==> src/rtl/riscv_pkg.sv <==
// Shared core definitions: the fetch FSM state type and fetch-stage constants.
package riscv_pkg;

  typedef enum logic [1:0] {
    FETCH = 2'd0,
    WAIT  = 2'd1,
    HOLD  = 2'd2,
    FAULT = 2'd3
  } fetch_state_e;

  localparam logic [31:0] DEFAULT_RESET_PC = 32'h0000_1000;
  localparam logic [31:0] DEFAULT_PC_STEP  = 32'd4;
  localparam logic [31:0] NOP_INSTR        = 32'h0000_0013;

endpackage

==> src/rtl/fetch_unit_if.sv <==
// Fetch-stage bundle: instruction-memory read port, decode handshake, redirect and status.
interface fetch_unit_if;
  logic [31:0] imem_address;
  logic [31:0] imem_data_out;
  logic [31:0] instr;
  logic [31:0] instr_pc;
  logic        instr_valid;
  logic        instr_ready;
  logic        redirect_valid;
  logic [31:0] redirect_pc;
  logic        fetch_fault;
  logic [31:0] fetch_count;

  modport master (
    output imem_address, instr, instr_pc, instr_valid, fetch_fault, fetch_count,
    input  imem_data_out, instr_ready, redirect_valid, redirect_pc
  );

  modport slave (
    input  imem_address, instr, instr_pc, instr_valid, fetch_fault, fetch_count,
    output imem_data_out, instr_ready, redirect_valid, redirect_pc
  );
endinterface

==> src/rtl/fetch_unit.sv <==
// RV32I fetch stage: owns the PC, reads instruction memory, presents words over
// valid/ready and accepts redirects from execute; misaligned targets lock into FAULT.
module fetch_unit
  import riscv_pkg::*;
#(
  parameter logic [31:0] RESET_PC = DEFAULT_RESET_PC,
  parameter logic [31:0] PC_STEP  = DEFAULT_PC_STEP
) (
  input  logic          clk,
  input  logic          reset,
  fetch_unit_if.master  bus
);

  fetch_state_e r_state;
  fetch_state_e w_state_next;
  logic [31:0]  r_pc;
  logic [31:0]  w_pc_next;
  logic [31:0]  r_instr;
  logic [31:0]  r_instr_pc;
  logic         r_instr_valid;
  logic         r_fetch_fault;
  logic [31:0]  r_fetch_count;

  logic w_accept;
  logic w_redirect;
  logic w_misaligned;
  logic w_capture;
  logic w_clear_valid;
  logic w_count_inc;
  logic w_set_fault;

  assign w_accept     = (r_state == HOLD) && r_instr_valid && bus.instr_ready;
  assign w_redirect   = bus.redirect_valid && (r_state != FAULT);
  assign w_misaligned = (bus.redirect_pc[1:0] != 2'b00);

  // NOTE: every always_comb output gets a default first so no path leaves it unassigned (no latch).
  always_comb begin
    w_state_next  = r_state;
    w_pc_next     = r_pc;
    w_capture     = 1'b0;
    w_clear_valid = 1'b0;
    w_count_inc   = 1'b0;
    w_set_fault   = 1'b0;

    case (r_state)
      FETCH: w_state_next = WAIT;
      WAIT: begin
        w_capture    = 1'b1;
        w_state_next = HOLD;
      end
      HOLD: begin
        if (w_accept) begin
          w_pc_next     = r_pc + PC_STEP;
          w_clear_valid = 1'b1;
          w_count_inc   = 1'b1;
          w_state_next  = FETCH;
        end
      end
      FAULT: w_state_next = FAULT;
      default: w_state_next = FETCH;
    endcase

    // Redirect overrides the state walk; an accept in the same HOLD cycle still counts.
    if (w_redirect) begin
      w_capture     = 1'b0;
      w_clear_valid = 1'b1;
      w_count_inc   = w_accept;
      if (w_misaligned) begin
        w_pc_next    = r_pc;
        w_set_fault  = 1'b1;
        w_state_next = FAULT;
      end else begin
        w_pc_next    = bus.redirect_pc;
        w_state_next = FETCH;
      end
    end
  end

  // NOTE: sequential state uses non-blocking assignments so all registers update from pre-edge values.
  always_ff @(posedge clk or posedge reset) begin
    if (reset) begin
      r_state       <= FETCH;
      r_pc          <= RESET_PC;
      r_instr       <= NOP_INSTR;
      r_instr_pc    <= RESET_PC;
      r_instr_valid <= 1'b0;
      r_fetch_fault <= 1'b0;
      r_fetch_count <= '0;
    end else begin
      r_state <= w_state_next;
      r_pc    <= w_pc_next;
      if (w_capture) begin
        r_instr       <= bus.imem_data_out;
        r_instr_pc    <= r_pc;
        r_instr_valid <= 1'b1;
      end else if (w_clear_valid) begin
        r_instr_valid <= 1'b0;
      end
      if (w_count_inc) r_fetch_count <= r_fetch_count + 32'd1;
      if (w_set_fault) r_fetch_fault <= 1'b1;
    end
  end

  assign bus.imem_address = r_pc;
  assign bus.instr        = r_instr;
  assign bus.instr_pc     = r_instr_pc;
  assign bus.instr_valid  = r_instr_valid;
  assign bus.fetch_fault  = r_fetch_fault;
  assign bus.fetch_count  = r_fetch_count;

endmodule

==> src/flat_wrapper.sv <==
// flat-port wrapper written by rule: the top's interface ports become plain ports
module fetch_unit_flat import riscv_pkg::*;
#(
  parameter logic [31:0] RESET_PC = DEFAULT_RESET_PC,
  parameter logic [31:0] PC_STEP  = DEFAULT_PC_STEP
)
  (clk, reset, bus_imem_address, bus_instr, bus_instr_pc, bus_instr_valid, bus_fetch_fault, bus_fetch_count, bus_imem_data_out, bus_instr_ready, bus_redirect_valid, bus_redirect_pc);
  fetch_unit_if bus_i ();
  input  logic clk;
  input  logic reset;
  output wire logic [$bits(bus_i.imem_address)-1:0] bus_imem_address;
  output wire logic [$bits(bus_i.instr)-1:0] bus_instr;
  output wire logic [$bits(bus_i.instr_pc)-1:0] bus_instr_pc;
  output wire logic [$bits(bus_i.instr_valid)-1:0] bus_instr_valid;
  output wire logic [$bits(bus_i.fetch_fault)-1:0] bus_fetch_fault;
  output wire logic [$bits(bus_i.fetch_count)-1:0] bus_fetch_count;
  input wire logic [$bits(bus_i.imem_data_out)-1:0] bus_imem_data_out;
  input wire logic [$bits(bus_i.instr_ready)-1:0] bus_instr_ready;
  input wire logic [$bits(bus_i.redirect_valid)-1:0] bus_redirect_valid;
  input wire logic [$bits(bus_i.redirect_pc)-1:0] bus_redirect_pc;
  assign bus_imem_address = bus_i.imem_address;
  assign bus_instr = bus_i.instr;
  assign bus_instr_pc = bus_i.instr_pc;
  assign bus_instr_valid = bus_i.instr_valid;
  assign bus_fetch_fault = bus_i.fetch_fault;
  assign bus_fetch_count = bus_i.fetch_count;
  assign bus_i.imem_data_out = bus_imem_data_out;
  assign bus_i.instr_ready = bus_instr_ready;
  assign bus_i.redirect_valid = bus_redirect_valid;
  assign bus_i.redirect_pc = bus_redirect_pc;
  fetch_unit #(.RESET_PC(RESET_PC), .PC_STEP(PC_STEP)) u_core (.clk(clk), .reset(reset), .bus(bus_i));
endmodule
==> config.mk <==
export PLATFORM = sky130hd
export DESIGN_NAME = fetch_unit_flat
export DESIGN_NICKNAME = d
export VERILOG_FILES = /design/src/rtl/riscv_pkg.sv /design/src/rtl/fetch_unit_if.sv /design/src/rtl/fetch_unit.sv /design/src/flat_wrapper.sv
export SDC_FILE = /design/constraint.sdc
export NUM_CORES = 1
export LEC_CHECK = 0
export BUFFER_PORTS_ARGS = -buffer_cell sky130_fd_sc_hd__buf_4
export CORE_MARGIN = 10
export CORE_UTILIZATION = 51
export DETAILED_ROUTE_END_ITERATION = 10
export PLACE_DENSITY = 0.82
export SYNTH_ARGS = -nofsm -noshare
export SYNTH_HDL_FRONTEND = slang
export SYNTH_SLANG_ARGS = --single-unit
==> constraint.sdc <==
create_clock -name clk -period 5.55 [get_ports clk]
set_input_delay 0.555 -clock clk [delete_from_list [all_inputs] [get_ports clk]]
set_output_delay 0.555 -clock clk [all_outputs]
set_load 0.05 [all_outputs]
==> reports/qor.yml <==
cells_and_area:
  filler_cell_count: 842
  fin_util_pct: 70.9
  antenna_cells: 0
  final_cell_area_um2: 8130
  final_layout_size_suffix_gt1_share_pct: 40.9
  area_growth_pct: 36.0
  design.final.nets: 807
global_route:
  grt_pass1_wl_um: 27800
  vias_in_the_first_global_route: 5222
  grt_antenna_before_repair: 0
  global_route.usage.total_pct: 21.0
  maximum_number_of_pins_on_one_net_before_global_route_repair: 76
  grt_overflow: 0
floorplan:
  num_io_pins: 198
  start_util_pct: 52.2
  floorplan.die.width_um: 128
  fp.coreArea_um2: 11500
  vertical_die_dimension_um: 128
  dieArea_um2: 16500
  fp-row-count: 39
clock_network:
  tritoncts_clock_tree: "built"
  resized_after_cts: 0
  worst_setup_hold_path_clk_slew_ns: 0.05
  clk_root_buf: "sky130_fd_sc_hd__clkbuf_16"
  clock_tree.htree_level_count: 4
  cts_buffer_depth: 2
  cts_num_sinks: 132
  total_cts_buffers: 17
  clock_insertion_delay_worst_skew_ns: 0.41
  cts-hold-fix-buffers: 0
  cts.repair_timing.setup_buffer_count: 0
timing:
  maxSlewViolCount: 0
  period_needed_ns: 2.82
  rsz0062_at_grt: "false"
  finalHoldViolCount: 0
  finClkSkew_ns: 0.00564
  timing.max_slew.rel_slack_pct: 29.3
  max_freq_mhz: 354
  finalSetupViolations: 0
  portion_of_the_clock_cycle_consumed_by_the_worst_path_in_the_final_layout_pct: 50.8
  final_setup_tns_ns: 0
  tightest_slew_ns: 1.06
routing:
  post-route-drc-count: 0
  route.detailed.wl_per_inst_um: 19.4
  vias: 5089
  wirelength_um: 17200
  firstDrtPassIters: 5
  antenna_left: 0
  detailedRoute.firstIterationViolations: 584
  post_drt_via_cell_ratio: 5.74
flow_run:
  max-cap-violations: 0
synthesis:
  synth_cell_type_count: 47
  synth.cells.most_frequent: "sky130_fd_sc_hd__dfrtp_1, sky130_fd_sc_hd__mux2_2, sky130_fd_sc_hd__nand2_1, sky130_fd_sc_hd__a21oi_1, sky130_fd_sc_hd__nand3_1"
  synth_seq_cells: 132
  cells_after_synth: 537
  synth_seq_area_share_pct: 55.3
  synth-edff-count: 0
  synth_area_per_cell_um2: 11.1
  synth-main-ff-cell: "sky130_fd_sc_hd__dfrtp_1"
  mappedNetlistArea_um2: 5980
  postSynthNetCount: 611
  yosys.cell_count.top_type: "sky130_fd_sc_hd__dfrtp_1"
  synthDominantAreaCellType: "sky130_fd_sc_hd__dfrtp_1"
  synth_top_cell_area_share_pct: 53.1
  synth_async_sr_flop_share_pct: 100
  yosysWarnings: 0
  post_synth_main_area_contributors: "sky130_fd_sc_hd__dfrtp_1, sky130_fd_sc_hd__mux2_2, sky130_fd_sc_hd__a21oi_1"
setup_path:
  r2r-end: "u_core.bus.imem_address[2]"
  crit_path_buf_inv_count: 2
  cpLargestDelayFamily: "simple AND/OR/NAND/NOR gates"
  reg2regPathDepth: 8
  rrSetupSlack_ns: 2.73
  crit_path_max_fanout: 27
  slowest_stage: "sky130_fd_sc_hd__and2_1"
  worst-setup-path-type: "reg2reg"
  worstSetupStartpoint: "u_core.r_state[0]"
  worstSetupStartpointType: "flop"
  cp_data_required_time_ns: 5.89
  crit_path_end: "u_core.bus.imem_address[2]"
  slowest_delay_ns: 0.87
  data_arrival_time_of_the_critical_path_ns: 3.16
  worstReg2RegStart: "u_core.r_state[0]"
  worstPathCellList: "inv_1 -> ha_1 -> nand3_1 -> a221oi_2 -> buf_4 -> and2_1 -> o21ai_0 -> mux2i_1"
  worstSetupPathDepth: 8
  cp-end-kind: "flop"
placed_design:
  globalplace.congestion: 0.833
  count_of_input_and_output_buffers: 197
  place.detailed.hpwl_um: 12700
  post_dp_cell_area_um2: 7590
pwr:
  static-leakage-power_nw: 3.86
  pwr_density_cell_nw_per_um2: 665
  peakVddDrop_v: 0.000573
run_status:
  run_status: "completed"
min_path:
  min_path_type: "in2async"
registers in the layout, indices dropped and copies added, names as in the netlist:
register                 cells
u_core.bus.fetch_count      32
u_core.bus.imem_address     32
u_core.bus.instr            32
u_core.bus.instr_pc         32
u_core.r_state               2
u_core.bus.fetch_fault       1
u_core.bus.instr_valid       1
kinds of logic after synthesis:
family	count (synthesis)	synth area share, %
compound gates	108	10.8
flops	132	55.3
mux	60	11.3
xor+xnor	31	4.54
simple gates	167	14.6
buf+inv	33	2.22
fa+ha+maj	6	1.25
report_power, final:
group / internal (mW) / switching [mW]
Sequential: 1.33 / 0.332
Combinational: 0.883 / 1.84
Clock: 0.654 / 0.378
Total: 2.86 / 2.55
worst reg2reg max path, cell delays in order, from the launching register on:
cell and delay (ns):
sky130_fd_sc_hd__dfrtp_1 0.44, sky130_fd_sc_hd__inv_1 0.12, sky130_fd_sc_hd__ha_1 0.22, sky130_fd_sc_hd__nand3_1 0.16, sky130_fd_sc_hd__a221oi_2 0.24, sky130_fd_sc_hd__buf_4 0.28
sky130_fd_sc_hd__and2_1 0.88, sky130_fd_sc_hd__o21ai_0 0.23, sky130_fd_sc_hd__mux2i_1 0.18
how the worst min path moves through the flow:
stage                                    start                    endpoint  slack, ns  depth (start not counted)
floorplan              u_core.bus.instr_pc[12]     u_core.bus.instr_pc[12]       0.59                          2
global placement    u_core.bus.fetch_count[31]  u_core.bus.fetch_count[31]       0.46                          1
detailed placement      u_core.bus.fetch_fault      u_core.bus.fetch_fault       0.46                          1
CTS                                      reset  u_core.bus.fetch_count[15]       0.28                          2
global route                             reset  u_core.bus.fetch_count[13]       0.31                          2
finish                                   reset  u_core.bus.fetch_count[13]       0.25                          2
layout make-up:
cell class	instances	area, µm²	share of cell area, %
clock buffers	25	495	6.09
clock inverters	5	50.0	0.615
inverters	8	35.0	0.431
multi-input cells	372	2550	31.3
flip-flops and latches	132	3310	40.7
well taps	143	179	2.20
repair buffers	202	1520	18.6
cells in the final DEF, fill, tap and decap left out, drive strengths merged, types with 2 or more instances in the layout:
| master | count |
|---|---|
| buf | 202 |
| nand2 | 47 |
| a2bb2oi | 8 |
| or3 | 4 |
| o22ai | 14 |
| nand4 | 13 |
| nor4 | 3 |
| and3 | 12 |
| a31oi | 2 |
| xor2 | 10 |
| nand3 | 34 |
| a21oi | 41 |
| nand2b | 2 |
| nor2 | 22 |
| dfrtp | 127 |
| o32ai | 2 |
| and2 | 5 |
| mux2 | 59 |
| clkbuf | 25 |
| clkinv | 4 |
| inv | 8 |
| and4 | 2 |
| dfstp | 5 |
| o21ai | 28 |
| nor3 | 17 |
| xnor2 | 21 |
| a211oi | 2 |
| a311oi | 2 |
| ha | 6 |
| or4 | 4 |
| a41oi | 2 |
routing by layer:
metal / part of all wire (%) / GRT usage, % / vias up
met5: 0 / 0 / -
met4: 1.8 / 8.01 / 0
met3: 11 / 8.31 / 29
met2: 48 / 32.5 / 280
met1: 40 / 25.9 / 2437
li1: - / - / 2343
per-stage QoR:
stage	setup WS [ns]	cells	hold slack (ns)	total power, mW
after detailed placement	2.80	857	0.459	4.40
after global routing	2.53	887	0.306	5.69
final	2.73	887	0.253	5.41
after global placement	2.95	857	0.464	4.32
after CTS	2.79	887	0.276	5.45
after floorplan	1.48	537	0.591	3.52
(Power assumes the default switching activity.)
